File: config.mk
export PLATFORM = sky130hd
export DESIGN_NAME = fifo_word_unpacker_flat
export DESIGN_NICKNAME = d
export VERILOG_FILES = /design/src/rtl/fifo_word_unpacker_pkg.sv /design/src/rtl/fifo_word_unpacker_if.sv /design/src/rtl/fifo_word_unpacker_word_beat_shifter.sv /design/src/rtl/fifo_word_unpacker.sv /design/src/flat_wrapper.sv
export SDC_FILE = /design/constraint.sdc
export NUM_CORES = 1
export LEC_CHECK = 0
export BUFFER_PORTS_ARGS = -buffer_cell sky130_fd_sc_hd__buf_4
export CORE_ASPECT_RATIO = 0.7
export CORE_MARGIN = 2
export CORE_UTILIZATION = 37
export CTS_BUF_LIST = sky130_fd_sc_hd__clkbuf_16
export DETAILED_ROUTE_END_ITERATION = 12
export GPL_ROUTABILITY_DRIVEN = 0
export PLACE_DENSITY = 0.72
export SYNTH_ARGS = -nofsm -noshare
export SYNTH_HDL_FRONTEND = slang
export SYNTH_SLANG_ARGS = --single-unit
File: constraint.sdc
create_clock -name clk -period 3.3 [get_ports clk]
set_input_delay 0.165 -clock clk [delete_from_list [all_inputs] [get_ports clk]]
set_output_delay 0.165 -clock clk [all_outputs]
set_load 0.02 [all_outputs]
File: src/rtl/fifo_word_unpacker_pkg.sv
// Shared definitions for the FIFO word unpacker.
//   state_t   : FSM state encoding (2-bit), also exported as a debug output
//   DEF_DW/BW : default word and beat widths
//   cnt_width : beat-counter width for a given beats-per-word count
package fifo_word_unpacker_pkg;

  typedef enum logic [1:0] {
    S_IDLE = 2'd0,
    S_POP  = 2'd1,
    S_WAIT = 2'd2,
    S_SEND = 2'd3
  } state_t;

  localparam int DEF_DW = 32;
  localparam int DEF_BW = 8;

  // clog2(beats), but never zero so a one-beat word still has a legal counter.
  function automatic int cnt_width(input int beats);
    return (beats > 1) ? $clog2(beats) : 1;
  endfunction

endpackage

File: src/rtl/fifo_word_unpacker_if.sv
// Bundle of the FIFO read port and the outgoing beat stream.
//   fifo_rdata/fifo_empty : from the FIFO (rdata valid the cycle after fifo_ren)
//   fifo_ren              : one-cycle pop strobe to the FIFO
//   m_valid/m_ready       : beat stream handshake
//   m_data/m_last         : beat payload and end-of-word marker
// Handshake: a beat transfers on a rising clk edge where m_valid && m_ready.
// Once m_valid is high, m_valid, m_data and m_last hold until that transfer;
// m_valid never drops without a transfer except on reset. The master side is
// the unpacker; the slave side is the FIFO plus the byte sink.
interface fifo_word_unpacker_if #(
  parameter int DW = fifo_word_unpacker_pkg::DEF_DW,
  parameter int BW = fifo_word_unpacker_pkg::DEF_BW
);
  logic [DW-1:0] fifo_rdata;
  logic          fifo_empty;
  logic          fifo_ren;
  logic          m_valid;
  logic          m_ready;
  logic [BW-1:0] m_data;
  logic          m_last;

  modport master (
    input  fifo_rdata, fifo_empty, m_ready,
    output fifo_ren, m_valid, m_data, m_last
  );

  modport slave (
    output fifo_rdata, fifo_empty, m_ready,
    input  fifo_ren, m_valid, m_data, m_last
  );
endinterface

File: src/rtl/fifo_word_unpacker_word_beat_shifter.sv
// Holds one FIFO word and presents it one BW-bit beat at a time.
//   load    : capture word_in, restart at beat 0
//   advance : step to the next beat (wraps to 0 after the last)
//   beat    : currently selected beat
//   last    : current beat is the final one of the word
module word_beat_shifter
  import fifo_word_unpacker_pkg::*;
#(
  parameter int DW        = DEF_DW,
  parameter int BW        = DEF_BW,
  parameter bit MSB_FIRST = 1'b1
) (
  input  logic          clk,
  input  logic          rst,
  input  logic          load,
  input  logic [DW-1:0] word_in,
  input  logic          advance,
  output logic [BW-1:0] beat,
  output logic          last
);
  localparam int BEATS = DW / BW;
  localparam int CW    = cnt_width(BEATS);
  localparam logic [CW-1:0] LAST_IDX = CW'(BEATS - 1);

  logic [DW-1:0] word;
  logic [CW-1:0] cnt;
  logic [CW-1:0] sel;
  logic [DW-1:0] shifted;

  always_ff @(posedge clk or posedge rst) begin
    if (rst) begin
      word <= '0;
      cnt  <= '0;
    end else if (load) begin
      word <= word_in;
      cnt  <= '0;
    end else if (advance) begin
      cnt <= (cnt == LAST_IDX) ? '0 : cnt + 1'b1;
    end
  end

  // MSB-first counts beat slots down from the top of the word.
  always_comb begin
    sel     = MSB_FIRST ? (LAST_IDX - cnt) : cnt;
    shifted = word >> (int'(sel) * BW);
    beat    = shifted[BW-1:0];
  end

  assign last = (cnt == LAST_IDX);

endmodule

File: src/rtl/fifo_word_unpacker.sv
// Read-side consumer of the async FIFO. Pops one word at a time, splits it
// into DW/BW beats and streams them out with valid/ready.
//   clk, rst  : read clock, async active-high reset
//   bus       : FIFO read port + beat stream (master modport)
//   busy      : FSM is not in IDLE
//   dbg_state : current FSM state
module fifo_word_unpacker
  import fifo_word_unpacker_pkg::*;
#(
  parameter int DW        = DEF_DW,
  parameter int BW        = DEF_BW,
  parameter bit MSB_FIRST = 1'b1
) (
  input  logic                  clk,
  input  logic                  rst,
  fifo_word_unpacker_if.master  bus,
  output logic                  busy,
  output state_t                dbg_state
);
  if (BW < 1 || (DW % BW) != 0) begin : g_bad_width
    $error("fifo_word_unpacker: DW must be a positive multiple of BW");
  end

  state_t        state;
  logic          hs;
  logic          last_beat;
  logic [BW-1:0] beat;

  assign hs = (state == S_SEND) && bus.m_valid && bus.m_ready;

  // Fast path: the final beat's handshake pops the next word in the same
  // cycle, so only WAIT sits between words. POP is entered only after IDLE
  // saw the FIFO non-empty, and nothing else pops, so it is still non-empty.
  assign bus.fifo_ren = (state == S_POP) ||
                        (hs && last_beat && !bus.fifo_empty);

  // Beat lines read as zero whenever no beat is offered.
  assign bus.m_data = bus.m_valid ? beat : '0;
  assign bus.m_last = bus.m_valid && last_beat;
  assign busy       = (state != S_IDLE);
  assign dbg_state  = state;

  always_ff @(posedge clk or posedge rst) begin
    if (rst) begin
      state       <= S_IDLE;
      bus.m_valid <= 1'b0;
    end else begin
      case (state)
        S_IDLE: if (!bus.fifo_empty) state <= S_POP;
        S_POP:  state <= S_WAIT;
        S_WAIT: begin
          state       <= S_SEND;
          bus.m_valid <= 1'b1;
        end
        S_SEND: if (hs && last_beat) begin
          bus.m_valid <= 1'b0;
          state       <= bus.fifo_empty ? S_IDLE : S_WAIT;
        end
        default: state <= S_IDLE;
      endcase
    end
  end

  word_beat_shifter #(
    .DW(DW), .BW(BW), .MSB_FIRST(MSB_FIRST)
  ) u_shifter (
    .clk     (clk),
    .rst     (rst),
    .load    (state == S_WAIT),
    .word_in (bus.fifo_rdata),
    .advance (hs),
    .beat    (beat),
    .last    (last_beat)
  );

endmodule

File: src/flat_wrapper.sv
// flat-port wrapper written by rule: the top's interface ports become plain ports
module fifo_word_unpacker_flat import fifo_word_unpacker_pkg::*;
#(
  parameter int DW        = DEF_DW,
  parameter int BW        = DEF_BW,
  parameter bit MSB_FIRST = 1'b1
)
  (clk, rst, busy, dbg_state, bus_fifo_rdata, bus_fifo_empty, bus_m_ready, bus_fifo_ren, bus_m_valid, bus_m_data, bus_m_last);
  fifo_word_unpacker_if #(.DW(DW), .BW(BW)) bus_i ();
  input  logic clk;
  input  logic rst;
  output logic busy;
  output state_t dbg_state;
  input wire logic [$bits(bus_i.fifo_rdata)-1:0] bus_fifo_rdata;
  input wire logic [$bits(bus_i.fifo_empty)-1:0] bus_fifo_empty;
  input wire logic [$bits(bus_i.m_ready)-1:0] bus_m_ready;
  output wire logic [$bits(bus_i.fifo_ren)-1:0] bus_fifo_ren;
  output wire logic [$bits(bus_i.m_valid)-1:0] bus_m_valid;
  output wire logic [$bits(bus_i.m_data)-1:0] bus_m_data;
  output wire logic [$bits(bus_i.m_last)-1:0] bus_m_last;
  assign bus_i.fifo_rdata = bus_fifo_rdata;
  assign bus_i.fifo_empty = bus_fifo_empty;
  assign bus_i.m_ready = bus_m_ready;
  assign bus_fifo_ren = bus_i.fifo_ren;
  assign bus_m_valid = bus_i.m_valid;
  assign bus_m_data = bus_i.m_data;
  assign bus_m_last = bus_i.m_last;
  fifo_word_unpacker #(.DW(DW), .BW(BW), .MSB_FIRST(MSB_FIRST)) u_core (.clk(clk), .rst(rst), .bus(bus_i), .busy(busy), .dbg_state(dbg_state));
endmodule
==> impl_metrics.yaml <==
routing:
  drtAntennaViolNets: 0
  route.vias.total: 1155
  finalWirelength_microns: 3515
  vias_per_cell: 4.714
  drt-initial-drc-count: 49
  drt_first_pass_iters: 4
  route.detailed.drc: 0
  avgRoutedWirePerCell_microns: 14.35
final_layout:
  count_of_inserted_antenna_diode_cells: 0
  drive_above_1_share_pct: 52.84
  multi_input_area_sq_um: 827.0
  most_common_cell_after_layout_fill_and_taps_aside: "sky130_fd_sc_hd__buf_4"
  final-seq-area_sq_um: 925.9
  layout.cells.most_common_list: "sky130_fd_sc_hd__buf_4 (51), sky130_fd_sc_hd__dfrtp_1 (37), sky130_fd_sc_hd__mux2_4 (29)"
  area.growth.synth_to_final_pct: 28.54
  num-nets-final: 212
  instances_no_fill: 245
  filler_cell_count: 434
critical_path:
  cp.depth: 4
  critical_path.cell_chain: "ha_1 > nand4b_1 > a21boi_0 > buf_4"
  worst-r2r-cell-count: 4
  crit_path_max_fanout: 20
  buffering_stage_count_on_the_worst_path_with_inverters_included: 1
  critical_path.top_delay_family: "flip-flops"
  required_ns: 3.13
  worst-setup-path-type: "reg2out"
  worst_setup_path_end_kind: "output port"
  critical-path-max-stage-delay_ns: 0.96
  slowest_stage: "sky130_fd_sc_hd__dfrtp_1"
  arrival_ns: 2.11
  timing.critical_path.from_type: "flip-flop"
synth:
  mappedNetlistArea_sq_um: 1846
  synthesis.nets: 161
  synthTopCellsByArea: "sky130_fd_sc_hd__dfrtp_1 (50%), sky130_fd_sc_hd__mux2_4 (24%), sky130_fd_sc_hd__mux2i_1 (8.7%), sky130_fd_sc_hd__buf_12 (3.3%), sky130_fd_sc_hd__o22ai_1 (2.7%)"
  synth.distinct_cells: 26
  cell_type_contributing_the_most_total_cell_area_after_synthesis: "sky130_fd_sc_hd__dfrtp_1"
  synthesis.instances: 124
  synthesis.yosys.warnings: 0
  syn_avg_cell_area_sq_um: 14.88
  seq_area_frac_synth_pct: 50.17
  synth_edf_count: 0
  synth_async_sr_flop_share_pct: 100.0
  yosys.area.top_type_share_pct: 50.17
  yosys_register_bits: 37
  ys.flop_type: "sky130_fd_sc_hd__dfrtp_1"
sta:
  slew_viol_final: 0
  tightest_slew_ns: 1.097
  unrepaired_setup_endpoints_after_global_routing: "false"
  setup-tns-final_ns: 0
  hold_violations: 0
  hold_slack_ns: 0.08838
  fmax_mhz: 440.3
  final.min_clock_period_ns: 2.271
  post-route-period-util_pct: 68.83
  timing.final.setup_violations: 0
  maxSlewHeadroom_pct: 26.80
  fin_worst_skew_ns: 0.003574
  layout_setup_ws_ns: 1.029
die:
  rows: 21
  ioPinCount: 50
  effective_utilization_at_floorplan_pct: 38.59
  floorplan.die.width_microns: 88.42
  die_y_microns: 63.09
  die-area_sq_um: 5578
  fp.coreArea_sq_um: 4782
grt:
  grt_util_met1_pct: 19.98
  grt.met2_usage_pct: 19.74
  highest_utilization_routing_layer_at_the_global_route_stage: "met1"
  grt_antenna_before_repair: 0
  first_global_vias: 1161
  grt.overflow.total: 0
  global_route.usage.met3_pct: 3.932
  grt_util_all_layers_pct: 14.02
  global_route_wire_length_before_repair_microns: 5816
  grt_max_degree: 34
clocking:
  cts_tree: "done"
  post_cts_setup_buffers: 0
  clock-sinks: 37
  cts.root.buffer_cell: "sky130_fd_sc_hd__clkbuf_16"
  post_cts_clock_slew_at_the_launch_and_capture_registers_of_the_worst_setup_and_hold_paths_ns: 0.05
  number_of_buffers_created_by_cts: 5
  cts_htree_levels: 2
  hold_buffers: 0
  cts-root-to-sink-buffers: 2
  post_cts.resized_instances: 0
  worstSkewPairLatency_ns: 0.28
placement:
  place_hpwl_microns: 2460
  buffer_ports.inserted: 49
  dp_slack_ns: 1.315
  place.detailed.instances: 237
min_path:
  hp-class: "in2reg"
  whs_path_depth: 2
pwr:
  p_total_mw: 2.162
  ir_drop_v: 0.0004624
  power.leakage_nw: 1.135
  p_per_area_nw_per_um2: 911.2
outcome:
  result_of_the_run: "finished clean"
run:
  drv.max_cap_violation_count: 0
==> sequential cells by signal, indices dropped and copies added, names as in the netlist <==
signal and flops:
u_core.u_shifter.word 32, u_core.u_shifter.cnt 2, u_core.dbg_state 2, u_core.bus.m_valid 1
==> power breakdown <==
| group | leakage, nW | total [mW] | switching, mW | internal [mW] |
|---|---|---|---|---|
| logic | 0.619 | 0.862 | 0.330 | 0.533 |
| registers | 0.446 | 0.842 | 0.176 | 0.666 |
| clock network | 0.0696 | 0.457 | 0.180 | 0.276 |
==> through the flow <==
step           utilization [%]  area (sq um)
4_1_cts                  49.61          2372
3_3_place_gp             46.62          2230
2_1_floorplan                -          1846
6_report                 49.61          2372
3_5_place_dp             46.62          2230
5_1_grt                  49.61          2372
==> cell usage after synthesis (2+ instances only) <==
cell / n
sky130_fd_sc_hd__dfrtp_1: 37
sky130_fd_sc_hd__nor2_1: 2
sky130_fd_sc_hd__buf_4: 2
sky130_fd_sc_hd__a31oi_1: 2
sky130_fd_sc_hd__mux2_4: 29
sky130_fd_sc_hd__mux2i_1: 16
sky130_fd_sc_hd__nand2_1: 4
sky130_fd_sc_hd__o22ai_1: 8
sky130_fd_sc_hd__buf_12: 3
sky130_fd_sc_hd__mux2_2: 3
sky130_fd_sc_hd__o21ai_0: 2
sky130_fd_sc_hd__inv_1: 2
==> cells by family (layout without fill, tap and decap cells) <==
kind of cell             Yosys count  after routing  share of synthesized area (%)
AO/OA/AOI/OAI                     17             17                          6.238
AND/OR/NAND/NOR                   12             12                          3.526
adder cells (fa/ha/maj)            1              1                         0.6779
flip-flops                        37             37                          50.17
buffers and inverters              9             61                          5.288
multiplexers                      48             48                          34.10
==> routing by layer <==
layer | wire, microns | share of wire, %
met1 | 1663 | 47
met2 | 1630 | 46
met3 | 147 | 4.2
met4 | 74 | 2.1
met5 | 0 | 0
==> final cells by class <==
type | instances | share of cell area, %
Clock buffer | 5 | 5.274
Clock inverter | 3 | 0.7384
Inverter | 2 | 0.3165
Multi-Input combinational cell | 78 | 34.86
Sequential cell | 37 | 39.03
Tap cell | 69 | 3.639
Timing Repair Buffer | 51 | 16.14
==> worst paths after layout <==
kind	to	startpoint	slack, ns
max	bus_fifo_ren	u_core.u_shifter.cnt[0]	1.03
min	u_core.dbg_state[0]	bus_fifo_empty	0.09
max reg2reg	u_core.dbg_state[0]	u_core.u_shifter.cnt[0]	1.50
min reg2reg	u_core.u_shifter.word[0]	u_core.u_shifter.word[0]	0.51
max in group asynchronous	u_core.dbg_state[1]	rst	2.42
min in group asynchronous	u_core.u_shifter.word[24]	rst	0.17
No activity file was read; power rests on OpenSTA's default activity.
